**config.mk**
```make
export PLATFORM = sky130hd
export DESIGN_NAME = bht_btb_lookup
export DESIGN_NICKNAME = d
export VERILOG_FILES = /design/src/rtl/bht_btb_lookup.sv
export SDC_FILE = /design/constraint.sdc
export NUM_CORES = 1
export LEC_CHECK = 0
export BUFFER_PORTS_ARGS = -buffer_cell sky130_fd_sc_hd__buf_2
export CAP_MARGIN = 20
export CELL_PAD_IN_SITES_DETAIL_PLACEMENT = 0
export CELL_PAD_IN_SITES_GLOBAL_PLACEMENT = 1
export CORE_UTILIZATION = 35
export DETAILED_ROUTE_END_ITERATION = 8
export PLACE_DENSITY = 0.85
export SETUP_SLACK_MARGIN = 0.15
export SYNTH_ARGS = -nofsm -noshare
export SYNTH_HDL_FRONTEND = slang
export SYNTH_SLANG_ARGS = --single-unit
```
**constraint.sdc**
```tcl
create_clock -name clk -period 3.4 [get_ports clk]
set_input_delay 0.68 -clock clk [delete_from_list [all_inputs] [get_ports clk]]
set_output_delay 0.68 -clock clk [all_outputs]
set_load 0.005 [all_outputs]
```
**src/rtl/bht_btb_lookup.sv**
```systemverilog
// BHT/BTB table reader: arbitrates the single synchronous read port between fetch
// lookups and update read-modify-write reads, decodes entries and registers results.
module bht_btb_lookup #(
  parameter int PC_BITS    = 11,
  parameter int INDEX_BITS = 6,
  parameter int TAG_BITS   = 5
) (
  input  logic                  clk,
  input  logic                  rst_n,
  input  logic                  fetch_valid,
  input  logic [PC_BITS-1:0]    fetch_pc,
  output logic                  fetch_ready,
  input  logic                  stall,
  input  logic                  upd_req,
  input  logic [PC_BITS-1:0]    upd_pc,
  output logic                  upd_ack,
  output logic [1:0]            upd_prev_counter,
  output logic                  upd_prev_valid,
  output logic                  mem_rd_en,
  output logic [INDEX_BITS-1:0] mem_rd_addr,
  input  logic [31:0]           mem_rd_data,
  input  logic                  mem_wr_en,
  input  logic [INDEX_BITS-1:0] mem_wr_addr,
  input  logic [31:0]           mem_wr_data,
  output logic                  pred_valid,
  output logic [PC_BITS-1:0]    pred_pc,
  output logic                  pred_hit,
  output logic                  pred_taken,
  output logic [PC_BITS-1:0]    pred_target
);

  localparam int TAG_LSB   = PC_BITS;
  localparam int VALID_BIT = PC_BITS + TAG_BITS;
  localparam int CNT_LSB   = VALID_BIT + 1;

  typedef enum logic [1:0] {INF_NONE, INF_FETCH, INF_UPD} infl_e;
  typedef enum logic {PRIO_UPD, PRIO_FETCH} prio_e;

  infl_e               infl_q, infl_d;
  prio_e               prio_q, prio_d;
  logic [PC_BITS-1:0]  infl_pc_q, infl_pc_d;
  logic                upd_ack_q, upd_ack_d;
  logic [1:0]          prev_cnt_q, prev_cnt_d;
  logic                prev_valid_q, prev_valid_d;
  logic                pv_q, pv_d;
  logic [PC_BITS-1:0]  ppc_q, ppc_d;
  logic                phit_q, phit_d;
  logic                ptaken_q, ptaken_d;
  logic [PC_BITS-1:0]  ptgt_q, ptgt_d;

  logic                upd_cand, pick_upd, pick_fetch;
  logic [PC_BITS-1:0]  issue_pc;
  logic [31:0]         word;
  logic [1:0]          word_cnt;
  logic                hit;

  // Issue stage; gated by rst_n so no strobe escapes while reset is held.
  always_comb begin
    upd_cand   = upd_req && (infl_q != INF_UPD) && !upd_ack_q;
    pick_upd   = 1'b0;
    pick_fetch = 1'b0;
    if (rst_n && !stall) begin
      if (upd_cand && fetch_valid) begin
        if (prio_q == PRIO_UPD) pick_upd = 1'b1;
        else                    pick_fetch = 1'b1;
      end else if (upd_cand) begin
        pick_upd = 1'b1;
      end else if (fetch_valid) begin
        pick_fetch = 1'b1;
      end
    end
    issue_pc    = pick_upd ? upd_pc : fetch_pc;
    mem_rd_en   = pick_upd | pick_fetch;
    mem_rd_addr = mem_rd_en ? issue_pc[INDEX_BITS-1:0] : '0;
    fetch_ready = pick_fetch;
  end

  // Return stage with write-first forwarding from the snooped write port.
  always_comb begin
    word = (mem_wr_en && (mem_wr_addr == infl_pc_q[INDEX_BITS-1:0])) ? mem_wr_data : mem_rd_data;
    word_cnt = word[CNT_LSB +: 2];
    hit = word[VALID_BIT] && (word[TAG_LSB +: TAG_BITS] == infl_pc_q[PC_BITS-1:INDEX_BITS]);
  end

  always_comb begin
    infl_d       = INF_NONE;
    prio_d       = prio_q;
    infl_pc_d    = infl_pc_q;
    upd_ack_d    = (infl_q == INF_UPD);
    prev_cnt_d   = prev_cnt_q;
    prev_valid_d = prev_valid_q;
    pv_d         = pv_q;
    ppc_d        = ppc_q;
    phit_d       = phit_q;
    ptaken_d     = ptaken_q;
    ptgt_d       = ptgt_q;

    if (pick_upd) begin
      infl_d    = INF_UPD;
      infl_pc_d = issue_pc;
      prio_d    = PRIO_FETCH;
    end else if (pick_fetch) begin
      infl_d    = INF_FETCH;
      infl_pc_d = issue_pc;
      prio_d    = PRIO_UPD;
    end

    if (infl_q == INF_UPD) begin
      prev_cnt_d   = hit ? word_cnt : 2'b01;
      prev_valid_d = hit;
    end

    // A fetch result always registers, even under stall; only the clear is frozen.
    if (infl_q == INF_FETCH) begin
      pv_d     = 1'b1;
      ppc_d    = infl_pc_q;
      phit_d   = hit;
      ptaken_d = hit && word_cnt[1];
      ptgt_d   = (hit && word_cnt[1]) ? word[PC_BITS-1:0]
                                      : infl_pc_q + {{(PC_BITS-1){1'b0}}, 1'b1};
    end else if (!stall) begin
      pv_d = 1'b0;
    end
  end

  always_ff @(posedge clk or negedge rst_n) begin
    if (!rst_n) begin
      infl_q       <= INF_NONE;
      prio_q       <= PRIO_UPD;
      infl_pc_q    <= '0;
      upd_ack_q    <= 1'b0;
      prev_cnt_q   <= '0;
      prev_valid_q <= 1'b0;
      pv_q         <= 1'b0;
      ppc_q        <= '0;
      phit_q       <= 1'b0;
      ptaken_q     <= 1'b0;
      ptgt_q       <= '0;
    end else begin
      infl_q       <= infl_d;
      prio_q       <= prio_d;
      infl_pc_q    <= infl_pc_d;
      upd_ack_q    <= upd_ack_d;
      prev_cnt_q   <= prev_cnt_d;
      prev_valid_q <= prev_valid_d;
      pv_q         <= pv_d;
      ppc_q        <= ppc_d;
      phit_q       <= phit_d;
      ptaken_q     <= ptaken_d;
      ptgt_q       <= ptgt_d;
    end
  end

  assign upd_ack          = upd_ack_q;
  assign upd_prev_counter = prev_cnt_q;
  assign upd_prev_valid   = prev_valid_q;
  assign pred_valid       = pv_q;
  assign pred_pc          = ppc_q;
  assign pred_hit         = phit_q;
  assign pred_taken       = ptaken_q;
  assign pred_target      = ptgt_q;

endmodule

```
==> flow_summary.json <==
{
  "io_pins": 135,
  "finalSetupViolCount": 0,
  "fmax_mhz": 360,
  "worst_ir_drop_vdd_mv": 0.209,
  "hold_viol_final": 0,
  "slew_headroom_pct": 47.7,
  "period_share_pct": 81.8,
  "syn_to_final_growth_pct": 30.2,
  "wl_mm": 6.20,
  "synthTopCellsByCount": "43 x dfrtp_1, 28 x nand2_1, 18 x mux2i_1",
  "min_path_type": "register to register",
  "clockRootBuffer": "clkbuf_8",
  "dp_hpwl_mm": 4.70,
  "drive_gt1_share_pct": 42.8,
  "syn_area_um2": 2470,
  "syn_avg_cell_area_um2": 10.2,
  "synthMostInstantiatedCell": "dfrtp_1",
  "min_period_ns": 2.78,
  "die_h_um": 86.1,
  "syn_inst": 242,
  "pwr-share-comb_pct": 30.9,
  "tns_ns": 0,
  "start_util_pct": 36.4,
  "synth_warnings": 0,
  "power_density_nw_per_um2": 540,
  "place_congestion": 0.734,
  "p_sw_share_pct": 31.9,
  "critPathKind": "register to register",
  "yosysTopAreaCellShare_pct": 43.5,
  "grt_pass1_vias": 2033,
  "ys_top_cells_by_area": "dfrtp_1 44%, mux2i_1 7.3%, o311ai_2 5.3%, mux2_2 5.0%, xor2_1 4.6%",
  "std_cell_rows": 30,
  "yosys.area.top_type": "dfrtp_1",
  "hold_depth": 2,
  "r2r_slack_ns": 0.62,
  "vias": 2126,
  "grt_pass1_wl_mm": 10.1,
  "hold_path_startpoint": "pred_hit$_DFFE_PN0P_",
  "multi_input_area_um2": 1280,
  "cts_buffers": 5,
  "r2r_cells": 8,
  "tightest_slew_ns": 0.780,
  "cts_resized": 0,
  "grt_max_degree": 51,
  "worstPathRequired_ns": 3.56,
  "grt_overflow": 0,
  "portBuffers": 108,
  "endpoint_kind": "register",
  "synth_edf_count": 0,
  "syn_nets": 341,
  "clockBufferDepth": 2,
  "wl_per_cell_um": 14.0,
  "p_switching_uw": 555,
  "postCtsHoldBufs": 0,
  "cp-start-kind": "register",
  "grt_antenna_before_repair": 0,
  "via_per_inst": 4.81,
  "dieArea_um2": 7410,
  "h-tree-depth": 2,
  "p_seq_share_pct": 45.4,
  "ys.flop_type": "dfrtp_1",
  "drc": 0,
  "clock_sinks": 43,
  "grt_setup_unrepaired": "false",
  "yosysSeqAreaShare_pct": 43.5,
  "die_x_um": 86.1,
  "cts_tree": "yes",
  "async_reset_ff_share_pct": 100,
  "r2r-start": "infl_pc_q[1]$_DFFE_PN0P_",
  "ys_seq_elements": 43,
  "fillers": 668,
  "fin_skew_ns": 0.00563,
  "fin_nets": 444,
  "clkLatencyLatePin_ns": 0.29,
  "num_antenna_cells": 0,
  "cp.arrival_ns": 2.94,
  "slew_viol_final": 0,
  "path_max_fanout": 13,
  "clkPwrFrac_pct": 23.6,
  "core_um2": 6790,
  "cts_setup_buffers": 0,
  "grt_util_all_layers_pct": 17.4,
  "whs_ns": 0.484,
  "drt-initial-drc-count": 62,
  "p_int_mw": 1.19,
  "area.sequential_um2": 1080,
  "cap_violations": 0,
  "power_leakage_nw": 1.58,
  "clkTransAtPathRegs_ns": 0.08,
  "synth_cell_types": 41,
  "outcome": "completed",
  "r2r_end": "pred_target[3]$_DFFE_PN0P_",
  "dr.pass1.iters": 4,
  "holdPathEnd": "pred_hit$_DFFE_PN0P_",
  "antenna_left": 0
}
[through the flow]
stage / power, mW / utilization (%) / worst slack, ns / cells / instance area (µm²)
6_report: 1.74 / 47.4 / 0.619 / 442 / 3220
5_1_grt: 1.86 / 47.4 / 0.371 / 442 / 3220
4_1_cts: 1.76 / 47.1 / 0.524 / 441 / 3200
3_5_place_dp: 1.34 / 45.4 / 0.260 / 433 / 3080
3_3_place_gp: 1.33 / 45.4 / 0.352 / 433 / 3080
2_1_floorplan: 1.10 / - / 0.977 / 242 / 2470
[cells in the final DEF (no fill, tap or decap), drive strengths merged, types with 7 or more instances in the layout]
master / n
buf: 115
dfrtp: 43
inv: 7
mux2: 13
mux2i: 18
nand2: 28
nand3: 14
nor2: 17
o21ai: 13
o311ai: 11
xor2: 13
[how the worst max path moves through the flow]
stage / from / end / slack, ns / cells past startpoint
2_1_floorplan: rst_n / mem_rd_en / 0.98 / 5
3_3_place_gp: mem_wr_addr[1] / pred_target[4]$_DFFE_PN0P_ / 0.35 / 9
3_5_place_dp: mem_wr_addr[2] / pred_target[3]$_DFFE_PN0P_ / 0.26 / 9
4_1_cts: infl_pc_q[2]$_DFFE_PN0P_ / pred_target[3]$_DFFE_PN0P_ / 0.52 / 8
5_1_grt: infl_pc_q[2]$_DFFE_PN0P_ / pred_target[3]$_DFFE_PN0P_ / 0.37 / 8
6_report: infl_pc_q[1]$_DFFE_PN0P_ / pred_target[3]$_DFFE_PN0P_ / 0.62 / 8
[final cells by class]
| type | instances | share of cell area (%) |
|---|---|---|
| clock inverter | 2 | 1.09 |
| sequential | 43 | 33.4 |
| clock buffer | 6 | 2.56 |
| timing repair buffer | 115 | 18.8 |
| tap | 96 | 3.73 |
| multi-input combinational | 173 | 39.6 |
| inverter | 7 | 0.816 |
[critical path, cell delays in order, from the launching register on]
cell	delay, ns
dfrtp_1	0.53
xnor2_1	0.16
nand4_1	0.16
nor4_4	0.22
buf_4	0.24
mux2i_1	0.13
nor3_2	0.68
and2_4	0.40
o311ai_1	0.13
[state kept, by name (all words and copies together) (netlist names)]
signal and cells:
infl_pc_q 11, infl_q 2, pred_hit 1, pred_pc 11
pred_taken 1, pred_target 11, pred_valid 1, prio_q 1
upd_ack 1, upd_prev_counter 2, upd_prev_valid 1
[power groups by stage]
stage               Clock [mW]  Sequential [mW]  Combinational, mW
global route             0.444            0.813              0.602
finish                   0.412            0.790              0.538
floorplan                    0            0.757              0.347
CTS                      0.424            0.792              0.544
detailed placement           0            0.803              0.542
global placement             0            0.795              0.531
[layer usage]
metal	share of wire [%]	up-vias	GRT usage [%]
met1	48	978	24.3
li1	-	1057	-
met4	2.0	0	6.67
met2	44	84	26.8
met5	0	-	0
met3	6.2	7	3.27
[kinds of logic (layout without fill, tap and decap cells)]
| group | after synthesis | count (layout) | synth area share, % |
|---|---|---|---|
| fa+ha+maj | 1 | 1 | 0.506 |
| simple gates | 76 | 76 | 14.5 |
| mux | 31 | 31 | 13.4 |
| buf+inv | 26 | 130 | 5.36 |
| flops | 43 | 43 | 43.5 |
| xor+xnor | 19 | 19 | 6.73 |
| compound gates | 46 | 46 | 16.1 |
Note: power is estimated with default switching activity, not from simulation.
